File: config.mk
export PLATFORM = sky130hd
export DESIGN_NAME = traffic_phase_arbiter
export DESIGN_NICKNAME = d
export VERILOG_FILES = /design/src/rtl/traffic_pkg.sv /design/src/rtl/traffic_phase_arbiter_rr.sv /design/src/rtl/traffic_phase_arbiter.sv
export SDC_FILE = /design/constraint.sdc
export NUM_CORES = 1
export LEC_CHECK = 0
export ABC_AREA = 1
export CORE_UTILIZATION = 55
export CTS_BUF_LIST = sky130_fd_sc_hd__clkbuf_4 sky130_fd_sc_hd__clkbuf_8 sky130_fd_sc_hd__clkbuf_16
export CTS_CLUSTER_SIZE = 16
export DETAILED_ROUTE_END_ITERATION = 10
export PLACE_DENSITY = 0.81
export SETUP_SLACK_MARGIN = 0.5
export SLEW_MARGIN = 20
export SYNTH_ARGS = -nofsm -noshare
export SYNTH_HDL_FRONTEND = slang
export SYNTH_SLANG_ARGS = --single-unit
File: constraint.sdc
create_clock -name clk -period 2.4 [get_ports clk]
set_clock_uncertainty 0.15 [all_clocks]
set_input_delay 0.36 -clock clk [delete_from_list [all_inputs] [get_ports clk]]
set_output_delay 0.36 -clock clk [all_outputs]
set_load 0.01 [all_outputs]
File: src/rtl/traffic_pkg.sv
// Shared lamp/phase encodings, FSM state type and helpers for the
// three-phase traffic arbiter.
package traffic_pkg;

  localparam logic [2:0] LAMP_GREEN  = 3'b100;
  localparam logic [2:0] LAMP_YELLOW = 3'b010;
  localparam logic [2:0] LAMP_RED    = 3'b001;

  localparam logic [1:0] PH_MAIN = 2'd0;
  localparam logic [1:0] PH_TURN = 2'd1;
  localparam logic [1:0] PH_SIDE = 2'd2;

  typedef enum logic [1:0] {
    ST_GREEN  = 2'd0,
    ST_YELLOW = 2'd1,
    ST_ALLRED = 2'd2
  } state_t;

  function automatic logic [2:0] ph_oh(input logic [1:0] ph);
    case (ph)
      PH_MAIN: return 3'b001;
      PH_TURN: return 3'b010;
      default: return 3'b100;
    endcase
  endfunction

  function automatic logic [2:0] lamp_of(
    input state_t     st,
    input logic [1:0] cur,
    input logic [1:0] ph
  );
    if (st == ST_ALLRED || ph != cur) return LAMP_RED;
    else if (st == ST_GREEN)          return LAMP_GREEN;
    else                              return LAMP_YELLOW;
  endfunction

endpackage

File: src/rtl/traffic_phase_arbiter_rr.sv
// rr_pick3: combinational round-robin choice of the next phase,
// searching from cur+1 (mod 3); returns cur when nothing else pends.
module rr_pick3
  import traffic_pkg::*;
(
  input  logic [2:0] pending,
  input  logic [1:0] cur,
  output logic [1:0] nxt
);

  always_comb begin
    nxt = cur;
    case (cur)
      PH_MAIN: nxt = pending[1] ? PH_TURN :
                     pending[2] ? PH_SIDE : PH_MAIN;
      PH_TURN: nxt = pending[2] ? PH_SIDE :
                     pending[0] ? PH_MAIN : PH_TURN;
      default: nxt = pending[0] ? PH_MAIN :
                     pending[1] ? PH_TURN : PH_SIDE;
    endcase
  end

endmodule

File: src/rtl/traffic_phase_arbiter.sv
// Three-phase traffic light arbiter (GREEN/YELLOW/ALLRED).
// Define TRAFFIC_PREEMPT_EN to enable emergency preemption to main.
module traffic_phase_arbiter
  import traffic_pkg::*;
#(
  parameter int T_MIN_GREEN = 7,
  parameter int T_MAX_GREEN = 15,
  parameter int T_YELLOW    = 2,
  parameter int T_ALLRED    = 1
) (
  input  logic       clk,
  input  logic       reset,
  input  logic       req_main,
  input  logic       req_turn,
  input  logic       req_side,
  input  logic       preempt,
  output logic [2:0] main_lamp,
  output logic [2:0] turn_lamp,
  output logic [2:0] side_lamp,
  output logic [1:0] phase_id
);

  localparam int CW = $clog2(T_MAX_GREEN) + 1;
  localparam logic [CW-1:0] C_MIN = CW'(T_MIN_GREEN - 1);
  localparam logic [CW-1:0] C_MAX = CW'(T_MAX_GREEN - 1);
  localparam logic [CW-1:0] C_YEL = CW'(T_YELLOW - 1);
  localparam logic [CW-1:0] C_AR  = CW'(T_ALLRED - 1);

  state_t        r_state, w_state_n;
  logic [1:0]    r_cur, r_nxt;
  logic [1:0]    w_cur_n, w_nxt_n, w_rr;
  logic [CW-1:0] r_cnt, w_cnt_n;
  logic [2:0]    r_pend, w_pend_n;
  logic [2:0]    w_req, w_cur_oh, w_set, w_clr;
  logic          w_req_cur, w_other, w_pre;

`ifdef TRAFFIC_PREEMPT_EN
  assign w_pre = preempt;
`else
  // Port kept for pin compatibility; has no effect in this build.
  assign w_pre = preempt & 1'b0;
`endif

  assign w_req     = {req_side, req_turn, req_main};
  assign w_cur_oh  = ph_oh(r_cur);
  assign w_req_cur = |(w_req & w_cur_oh);
  assign w_other   = |(r_pend & ~w_cur_oh);

  rr_pick3 u_rr (
    .pending (r_pend),
    .cur     (r_cur),
    .nxt     (w_rr)
  );

  always_comb begin
    w_state_n = r_state;
    w_cur_n   = r_cur;
    w_nxt_n   = r_nxt;
    unique case (r_state)
      ST_GREEN: begin
        if (w_pre && r_cur != PH_MAIN) begin
          w_state_n = ST_YELLOW;
          w_nxt_n   = PH_MAIN;
        end else if (!w_pre && r_cnt >= C_MIN && w_other &&
                     (!w_req_cur || r_cnt >= C_MAX)) begin
          w_state_n = ST_YELLOW;
          w_nxt_n   = w_rr;
        end
      end
      ST_YELLOW: begin
        if (w_pre) w_nxt_n = PH_MAIN;
        if (r_cnt == C_YEL) w_state_n = ST_ALLRED;
      end
      ST_ALLRED: begin
        if (w_pre) w_nxt_n = PH_MAIN;
        if (r_cnt == C_AR) begin
          w_state_n = ST_GREEN;
          w_cur_n   = w_nxt_n;
        end
      end
      default: w_state_n = ST_GREEN;
    endcase
  end

  // A phase's own request is ignored while it is green; clear beats set.
  always_comb begin
    w_set = w_req & ~((r_state == ST_GREEN) ? w_cur_oh : 3'b000);
    w_clr = 3'b000;
    if (r_state != ST_GREEN && w_state_n == ST_GREEN)
      w_clr = ph_oh(w_cur_n);
    w_pend_n = (r_pend | w_set) & ~w_clr;
    if (w_state_n != r_state)  w_cnt_n = '0;
    else if (r_cnt != C_MAX)   w_cnt_n = r_cnt + 1'b1;
    else                       w_cnt_n = r_cnt;
  end

  always_ff @(posedge clk or posedge reset) begin
    if (reset) begin
      r_state   <= ST_GREEN;
      r_cur     <= PH_MAIN;
      r_nxt     <= PH_MAIN;
      r_cnt     <= '0;
      r_pend    <= '0;
      main_lamp <= LAMP_GREEN;
      turn_lamp <= LAMP_RED;
      side_lamp <= LAMP_RED;
      phase_id  <= PH_MAIN;
    end else begin
      r_state   <= w_state_n;
      r_cur     <= w_cur_n;
      r_nxt     <= w_nxt_n;
      r_cnt     <= w_cnt_n;
      r_pend    <= w_pend_n;
      main_lamp <= lamp_of(w_state_n, w_cur_n, PH_MAIN);
      turn_lamp <= lamp_of(w_state_n, w_cur_n, PH_TURN);
      side_lamp <= lamp_of(w_state_n, w_cur_n, PH_SIDE);
      phase_id  <= w_cur_n;
    end
  end

endmodule

==> results of run 1 <==
==> cell families (layout without fill, tap and decap cells) <==
group,count (synthesis),in the layout,synth area share
adders and majority gates,4,4,0.0432
and+or+nand+nor,64,64,0.272
xor gates and xnor gates,3,3,0.0227
DFF,23,23,0.501
AOI/OAI and AO/OA,15,15,0.0800
buffers and inverters,25,45,0.0811
==> cell type report <==
class,instances,area (µm²)
clock inverters,1,5.00
inverters,25,93.8
clock buffers,3,22.5
fillers,162,559
multi-input cells,86,502
well taps,27,33.8
flip-flops and latches,23,581
repair buffers,16,165
==> worst register-to-register path: cells and delay by family, from the launching register on <==
| family | cells | cell delay, ns |
|---|---|---|
| flip-flops | 1 | 0.46 |
| AND/OR/NAND/NOR | 3 | 0.40 |
| AO/OA/AOI/OAI | 2 | 0.24 |
| buffers and inverters | 3 | 0.23 |
| adder cells (fa/ha/maj) | 1 | 0.21 |
==> sequential cells by signal, summed over array words and instances, names as in the netlist <==
| name | cells |
|---|---|
| r_cnt | 5 |
| turn_lamp | 3 |
| r_pend | 3 |
| side_lamp | 3 |
| r_state | 2 |
| main_lamp | 3 |
| r_nxt | 2 |
| r_cur | 2 |
==> Yosys cell counts, types with 2 or more instances <==
cell	number	area (µm²)
a21oi_1	4	20.0
nand3_1	13	65.1
inv_2	6	22.5
nand2_2	3	18.8
o21ai_0	3	15.0
o21ai_2	3	26.3
dfstp_2	3	78.8
xnor2_1	2	17.5
a31oi_1	2	12.5
nor2_1	11	41.3
ha_1	4	50.1
inv_1	19	71.3
o21ai_1	2	10.0
nand2_1	28	105
nand4_1	3	18.8
dfrtp_1	20	500
nor2_4	2	22.5
==> per-stage QoR <==
stage	hold WS, ns	instance area, µm²
2_1_floorplan	0.210	1160
3_3_place_gp	0.348	1350
3_5_place_dp	0.360	1350
4_1_cts	0.244	1380
5_1_grt	0.253	1400
6_report	0.234	1400
==> per-layer routing <==
| metal | global-route usage | vias to the layer above | routed length [µm] |
|---|---|---|---|
| li1 | - | 467 | - |
| met1 | 0.305 | 457 | 1000 |
| met2 | 0.351 | 33 | 1150 |
| met3 | 0.0151 | 2 | 95 |
| met4 | 0.0556 | 0 | 9 |
| met5 | 0 | - | 0 |
==> how the worst max path moves through the flow <==
| stage | end |
|---|---|
| after floorplan | r_pend[0]$_DFF_PP0_ |
| after global placement | r_pend[0]$_DFF_PP0_ |
| after detailed placement | r_pend[1]$_DFF_PP0_ |
| after CTS | main_lamp[2] |
| after global routing | r_pend[1]$_DFF_PP0_ |
| final | phase_id[1] |
==> power groups by stage <==
stage	combinational [mW]	sequential, mW	clock (mW)
5_1_grt	1.09	0.718	0.196
2_1_floorplan	0.618	0.712	0
6_report	0.973	0.695	0.172
4_1_cts	0.959	0.685	0.180
3_3_place_gp	0.913	0.686	0
3_5_place_dp	0.953	0.693	0
==> results.yml, run 1 <==
status:
  outcome: "completed"
critical_path:
  crit_cells: 1
  path_cells: "clkdlybuf4s50_1"
  worstReg2RegEnd: "r_pend[1]$_DFF_PP0_"
  critical_path.max_fanout: 6
  cp-end-kind: "primary output"
  rr_startpoint: "r_cnt[1]$_DFFE_PP0P_"
  r2r_cells: 9
  cp_top_family: "buffers and inverters"
  cpPeakStageDelay_ns: 0.56
  cp_data_required_time_ns: 1.89
  crit_type: "reg -> out"
  critPathLaunchType: "flop"
  r2r_setup_slack_ns: 0.62
  crit_path_top_delay_cell: "clkdlybuf4s50_1"
  path_buf_inv: 1
  worstPathArrival_ns: 1.30
  cp-startpoint: "r_cur[1]$_DFF_PP0_"
yosys:
  syn_area_um2: 1160
  avgSynthCellArea_um2: 8.64
  seq_area_frac_synth: 0.501
  yosys_warnings: 0
  synth_seq_cells: 23
  async_reset_ff_frac: 1.00
  yosysUniqueCellTypes: 23
  syn_inst: 134
  syn_nets: 144
  synth_edf_count: 0
  synth-main-ff-cell: "dfrtp_1"
clocking:
  root_buffer: "clkbuf_4"
  cts_resized: 0
  clkLatencyLatePin_ns: 0.30
  postCtsSetupRepairBufs: 0
  cts_buffers: 3
  clockBufferDepth: 2
  hold_buffers: 0
  clkTransAtPathRegs_ns: 0.12
  cts.sinks: 23
  tritoncts: "done"
  cts_max_level: 1
power:
  switching_share: 0.451
  internal-power_mw: 1.01
  total_leakage_power_nw: 0.725
  power.density_nw_per_um2: 1310
  combPwrFrac: 0.529
  p_clk_frac: 0.093
  power.total_mw: 1.84
  p_switching_uw: 829
  seq_power_share: 0.378
  ir_worst_vdd_uv: 811
layout:
  final_common_cell: "nand2_1"
  final_cells: 181
  drive_above_1_share: 0.175
  antenna_cells_inserted: 0
  final_util: 0.715
  nets: 165
  final_cell_mix: "nand2_1, dfrtp_1, inv_1"
  area_delta_synth_final_pct: 21.2
grt:
  gr-total-overflow: 0
  grt_max_degree: 24
  grt_pass1_wl_um: 3360
  grtUsageTotal: 0.213
  antenna_found_initial: 0
  first_global_vias: 800
detailed_routing:
  wire_per_inst_um: 12.5
  drt-pass1-iter-count: 4
  vias: 959
  initialDrtViolationCount: 16
  ant_nets: 0
  via_per_inst: 5.30
  wl_um: 2260
  drcViolationCount: 0
floorplan:
  fp.dieW_um: 47.9
  ios: 17
  die_area_um2: 2290
  coreArea_um2: 1960
  die_h_um: 47.9
  start_util: 0.590
  rows: 16
timing:
  max_freq_mhz: 552
  tightest_slew_ns: 0.280
  setup_viol: 0
  fin_ws_ns: 0.588
  period_needed_ns: 1.81
  hold_viol_final: 0
  rsz0062_at_grt: "false"
  drv_slew: 0
  fin_crit_sh: 0.755
  timing.slew.headroom: 0.813
  setup-tns-final_ns: 0
hold_path:
  hold_path_class: "in -> async"
placed_design:
  io_buffers: 15
  gp_congestion: 0.820
  pre_cts_slack_ns: 0.589
  dpl.hpwl_um: 1710
  post-place-cells: 177
run:
  drv_cap: 0
Note: power is estimated with default switching activity, not from simulation.
==> run 2, diff against run 1 <==
--- a/config.mk
+++ b/config.mk
@@ -6,11 +6,11 @@
 export NUM_CORES = 1
 export LEC_CHECK = 0
 export ABC_AREA = 1
-export CORE_UTILIZATION = 55
+export CORE_UTILIZATION = 47
 export CTS_BUF_LIST = sky130_fd_sc_hd__clkbuf_4 sky130_fd_sc_hd__clkbuf_8 sky130_fd_sc_hd__clkbuf_16
 export CTS_CLUSTER_SIZE = 16
 export DETAILED_ROUTE_END_ITERATION = 10
-export PLACE_DENSITY = 0.81
+export PLACE_DENSITY = 0.73
 export SETUP_SLACK_MARGIN = 0.5
 export SLEW_MARGIN = 20
 export SYNTH_ARGS = -nofsm -noshare
==> constraint.sdc (replaced) <==
create_clock -name clk -period 1.5 [get_ports clk]
set_clock_uncertainty 0.15 [all_clocks]
set_input_delay 0.225 -clock clk [delete_from_list [all_inputs] [get_ports clk]]
set_output_delay 0.225 -clock clk [all_outputs]
set_load 0.01 [all_outputs]
==> run 2 against run 1 <==
Net effect: the run now ends with negative setup slack left; die area increased by 16%; sequential cell count stayed put; critical path depth up 6; non-clock buffer count is 26 higher; cell area rose by 18%; critical path type is now reg -> reg.
==> results.yml, run 2 (synthesis gave the netlist of run 1 again) <==
detailed_routing:
  wl_um: 2650
  ant_nets: 0
  drcViolationCount: 0
  via_per_inst: 5.01
  drt-pass1-iter-count: 4
  vias: 1042
  initialDrtViolationCount: 21
  wire_per_inst_um: 12.8
floorplan:
  rows: 17
  die_area_um2: 2670
  start_util: 0.509
  ios: 17
  fp.dieW_um: 51.6
  die_h_um: 51.6
  coreArea_um2: 2280
layout:
  nets: 191
  fillers: 171
  final_cell_mix: "buf_4, dfrtp_1, nand2_1"
  top_register: "r_cnt"
  multi_input_area_um2: 588
  area.sequential_um2: 579
  final_cells: 208
  final_common_cell: "buf_4"
  drive_above_1_share: 0.433
  area_delta_synth_final_pct: 43.4
  antenna_cells_inserted: 0
  largest_reg_flops: 5
placed_design:
  gp_congestion: 0.841
  io_buffers: 15
  post-place-cells: 196
  dpl.hpwl_um: 1930
critical_path:
  worstPathArrival_ns: 1.71
  cp_data_required_time_ns: 1.56
  r2r_cells: 7
  worstReg2RegEnd: "r_pend[1]$_DFF_PP0_"
  cp-end-kind: "flop"
  rr_startpoint: "r_cnt[1]$_DFFE_PP0P_"
  critical_path.max_fanout: 4
  crit_type: "reg -> reg"
  critPathLaunchType: "flop"
  r2r_setup_slack_ns: -0.15
status:
  outcome: "complete, but fails checks"
  violations: "negative setup slack"
clocking:
  hold_buffers: 0
  cts_max_level: 1
  clkLatencyLatePin_ns: 0.30
  cts_buffers: 3
  tritoncts: "done"
  clockBufferDepth: 2
  clkTransAtPathRegs_ns: 0.13
  root_buffer: "clkbuf_4"
  cts.sinks: 23
timing:
  fin_ws_ns: -0.149
  fin_crit_sh: 1.10
  tightest_slew_ns: 0.286
  timing.slew.headroom: 0.810
  timing.hold.ws_ns: 0.0843
  period_needed_ns: 1.65
  hold_viol_final: 0
  drv_slew: 0
  rsz0062_at_grt: "true"
  max_freq_mhz: 607
  setup_viol: 20
run:
  drv_cap: 0
grt:
  antenna_found_initial: 0
  grt_pass1_wl_um: 4280
  met3_usage: 0.0205
  grtUsageTotal: 0.225
  grt_max_degree: 24
  grt_use_met2: 0.407
  first_global_vias: 1046
  busiest_layer: "met2"
  met1_usage: 0.271
  gr-total-overflow: 0
power:
  ir_worst_vdd_uv: 1570
  power.density_nw_per_um2: 2260
  power.total_mw: 3.75
  total_leakage_power_nw: 0.860
hold_path:
  hold_path_class: "in -> async"
==> run 2: cell types whose count changed in the layout (fill, tap and decap cells not counted), sizes merged <==
cell	change
buf	+37
dlymetal6s2s	-3
clkdlybuf4s50	-8
==> run 2: worst max-delay path by stage <==
stage,from,endpoint,slack (ns),cells after the start
2_1_floorplan,r_cnt[0]$_DFFE_PP0P_,r_cnt[1]$_DFFE_PP0P_,0.004,11
3_3_place_gp,req_turn,r_cnt[1]$_DFFE_PP0P_,-0.13,9
3_5_place_dp,req_turn,r_cnt[0]$_DFFE_PP0P_,-0.19,9
4_1_cts,r_cnt[1]$_DFFE_PP0P_,r_pend[0]$_DFF_PP0_,-0.15,7
5_1_grt,r_cnt[1]$_DFFE_PP0P_,r_pend[1]$_DFF_PP0_,-0.23,7
6_report,r_cnt[1]$_DFFE_PP0P_,r_pend[1]$_DFF_PP0_,-0.15,7
==> run 2: metrics by stage <==
stage                     setup TNS (ns)  cell area, µm²   util  setup slack, ns
after floorplan                        0            1190      -          0.00430
after global placement             -1.41            1520  0.669           -0.128
after detailed placement           -2.06            1520  0.669           -0.195
after CTS                          -1.54            1600  0.704           -0.147
after global routing               -3.62            1660  0.729           -0.235
final                              -1.63            1660  0.729           -0.149
==> run 2: where the power goes <==
| part | internal (mW) | switching, mW | total [mW] |
|---|---|---|---|
| logic | 1.11 | 1.27 | 2.37 |
| registers | 0.898 | 0.190 | 1.09 |
| clock network | 0.0994 | 0.184 | 0.283 |
| total | 2.11 | 1.64 | 3.75 |
==> run 2: worst max-delay path, stage by stage, from the launching register on <==
cell	delay [ns]
dfrtp_1	0.45
inv_2	0.09
ha_4	0.14
nand4_4	0.14
o21ai_4	0.28
nand2_4	0.10
o21ai_2	0.15
inv_1	0.05
==> run 2: metal layers <==
metal,part of all wire,vias up
li1,-,518
met1,0.44,497
met2,0.52,23
met3,0.033,4
met4,0.012,0
met5,0,-
==> run 2: layout make-up <==
class                      instances  area share
sequential                        23       0.349
multi-input combinational         86       0.354
inverter                          25      0.0566
clock inverter                     1     0.00302
clock buffer                       3      0.0136
timing repair buffer              42       0.202
tap                               28      0.0211
==> run 2: what timing repair did <==
action                                 4_1_cts  5_1_grt
buffers inserted                             5        3
gates resized for setup                     60       10
setup endpoints to repair                   34       34
endpoints found under the hold margin        0        0
gates cloned                                 0        0
pin swaps                                    4        9
==> run 3, diff against run 2 <==
--- a/config.mk
+++ b/config.mk
@@ -15,4 +15,5 @@
 export SLEW_MARGIN = 20
 export SYNTH_ARGS = -nofsm -noshare
 export SYNTH_HDL_FRONTEND = slang
+export SYNTH_HIERARCHICAL = 1
 export SYNTH_SLANG_ARGS = --single-unit
==> run 3 against run 2 <==
Net effect: the run still ends with negative setup slack left; count of clock-buffer cells in the layout is the same; via count grew 1.9%; die area grew 2.3%; area after synthesis grew 2.4%; sequential power is essentially flat; cell count grew 2.9%; clock power is essentially flat; core utilization shrank 0.29 points; critical endpoint is now side_lamp[2]$_DFF_PP0_; hold slack lost 0.0011 ns; first-iteration DRC count grew 38%.
==> results.yml, run 3 <==
critical_path:
  crit_path_top_delay_cell: "dfrtp_1"
  crit_top_cell: "inv_2"
  crit_type: "reg -> reg"
  path_cells: "inv_2, ha_4, nand4_4, nand2_1, o21ai_4, inv_2, nand3_1, nor2_1"
  cpPeakStageDelay_ns: 0.41
  rr_startpoint: "r_cnt[0]$_DFFE_PP0P_"
  r2r_cells: 8
  cp-end-kind: "flop"
  critPathLaunchType: "flop"
  worstReg2RegEnd: "side_lamp[2]$_DFF_PP0_"
  r2r_setup_slack_ns: -0.1
  crit_cells: 8
  cp_data_required_time_ns: 1.60
  path_buf_inv: 2
  critical_path.max_fanout: 4
  worstPathArrival_ns: 1.70
  cp_top_family: "simple AND/OR/NAND/NOR gates"
timing:
  max_freq_mhz: 625
  fin_crit_sh: 1.07
  drv_slew: 0
  hold_viol_final: 0
  timing.slew.headroom: 0.807
  setup_viol: 16
  rsz0062_at_grt: "true"
  tightest_slew_ns: 0.289
  fin_ws_ns: -0.100
  period_needed_ns: 1.60
  timing.hold.ws_ns: 0.0832
  setup-tns-final_ns: -0.733
clocking:
  cts_max_level: 1
  cts.sinks: 23
  hold_buffers: 0
  clkTransAtPathRegs_ns: 0.12
  clockBufferDepth: 2
  cts_buffers: 3
  clkLatencyLatePin_ns: 0.31
  tritoncts: "done"
  root_buffer: "clkbuf_4"
floorplan:
  die_area_um2: 2730
  fp.dieW_um: 52.2
  die_h_um: 52.2
  ios: 17
  start_util: 0.516
  coreArea_um2: 2300
  rows: 17
grt:
  grt_pass1_wl_um: 4360
  grtUsageTotal: 0.223
  antenna_found_initial: 0
  first_global_vias: 1020
  gr-total-overflow: 0
  grt_max_degree: 24
placed_design:
  dpl.hpwl_um: 1930
  io_buffers: 15
  post-place-cells: 204
  pre_cts_slack_ns: -0.144
  gp_congestion: 0.803
layout:
  largest_reg_flops: 5
  antenna_cells_inserted: 0
  drive_above_1_share: 0.425
  area_delta_synth_final_pct: 40.8
  final_common_cell: "buf_4"
  final_cells: 214
  final_cell_mix: "buf_4, nand2_1, inv_1"
  nets: 197
  top_register: "r_cnt"
yosys:
  synth_seq_cells: 23
  yosysUniqueCellTypes: 25
  syn_inst: 140
  synth_edf_count: 0
  avgSynthCellArea_um2: 8.46
  yosys.cell_count.top_type: "nand2_1"
  async_reset_ff_frac: 1.00
  syn_area_um2: 1180
  synth_area_leader_cell: "dfrtp_1"
  yosys.area.top_type_share: 0.422
  seq_area_frac_synth: 0.489
  ys_top_cells_by_area: "dfrtp_1, nand2_1, inv_1"
  syn_nets: 150
  synth_common_cells: "nand2_1, inv_1, dfrtp_1"
  yosys_warnings: 6
  synth-main-ff-cell: "dfrtp_1"
run:
  drv_cap: 0
detailed_routing:
  via_per_inst: 4.96
  vias: 1062
  wl_um: 2630
  drcViolationCount: 0
  ant_nets: 0
  initialDrtViolationCount: 29
  drt-pass1-iter-count: 4
  wire_per_inst_um: 12.3
status:
  outcome: "complete, but fails checks"
  violations: "negative setup slack"
power:
  ir_worst_vdd_uv: 1400
  power.density_nw_per_um2: 2240
  total_leakage_power_nw: 0.870
  power.total_mw: 3.73
hold_path:
  hold_path_class: "in -> async"
-- run 3: where the power goes --
group | total [mW] | internal (mW) | leakage [nW] | switching [mW]
clock network | 0.283 | 0.0997 | 0.0177 | 0.183
logic | 2.37 | 1.10 | 0.576 | 1.27
registers | 1.08 | 0.897 | 0.276 | 0.181
-- run 3: cells by family (layout without fill, tap and decap cells) --
group | after synthesis | count (layout) | synth area share
and+or+nand+nor | 68 | 68 | 0.286
buffers and inverters | 27 | 73 | 0.0855
DFF | 23 | 23 | 0.489
AOI/OAI and AO/OA | 16 | 16 | 0.0824
adders and majority gates | 4 | 4 | 0.0422
xor gates and xnor gates | 2 | 2 | 0.0148
-- run 3: worst max-delay path by stage --
stage                          from                endpoint  slack (ns)
2_1_floorplan  r_cnt[0]$_DFFE_PP0P_     r_pend[1]$_DFF_PP0_       0.007
3_3_place_gp               req_turn    r_cnt[1]$_DFFE_PP0P_       -0.10
3_5_place_dp               req_turn  main_lamp[2]$_DFF_PP1_       -0.14
4_1_cts        r_cnt[0]$_DFFE_PP0P_     r_pend[0]$_DFF_PP0_       -0.08
5_1_grt        r_cnt[1]$_DFFE_PP0P_  side_lamp[2]$_DFF_PP0_       -0.19
6_report       r_cnt[0]$_DFFE_PP0P_  side_lamp[2]$_DFF_PP0_        -0.1
-- run 3: tightest hold or removal path, delay by kind of cell --
kind | cells | cell delay (ns)
buffers and inverters | 3 | 0.72
-- run 3: repair_timing --
| item | 4_1_cts | 5_1_grt |
|---|---|---|
| setup buffers | 5 | 1 |
| resized for setup | 61 | 8 |
| gates cloned | 0 | 0 |
| pin swaps | 3 | 4 |
| endpoints found under the setup margin | 34 | 34 |
-- run 3: area by class of cell --
cell class                 instances  area, µm²
sequential                        23        582
fill                             175        629
clock buffer                       3       22.5
multi-input combinational         90        578
clock inverter                     1       5.00
timing repair buffer              42        344
tap                               28       35.0
inverter                          27        101
-- run 3: stage by stage --
step | util | cell area (µm²)
floorplan | - | 1220
global placement | 0.681 | 1570
detailed placement | 0.681 | 1570
CTS | 0.711 | 1630
global route | 0.726 | 1670
finish | 0.726 | 1670
-- run 3: per-layer routing --
| layer | GRT usage | vias to the layer above | routed length, µm |
|---|---|---|---|
| li1 | - | 537 | - |
| met1 | 0.297 | 501 | 1240 |
| met2 | 0.370 | 20 | 1250 |
| met3 | 0.0232 | 4 | 93 |
| met4 | 0.0921 | 0 | 38 |
| met5 | 0 | - | 0 |
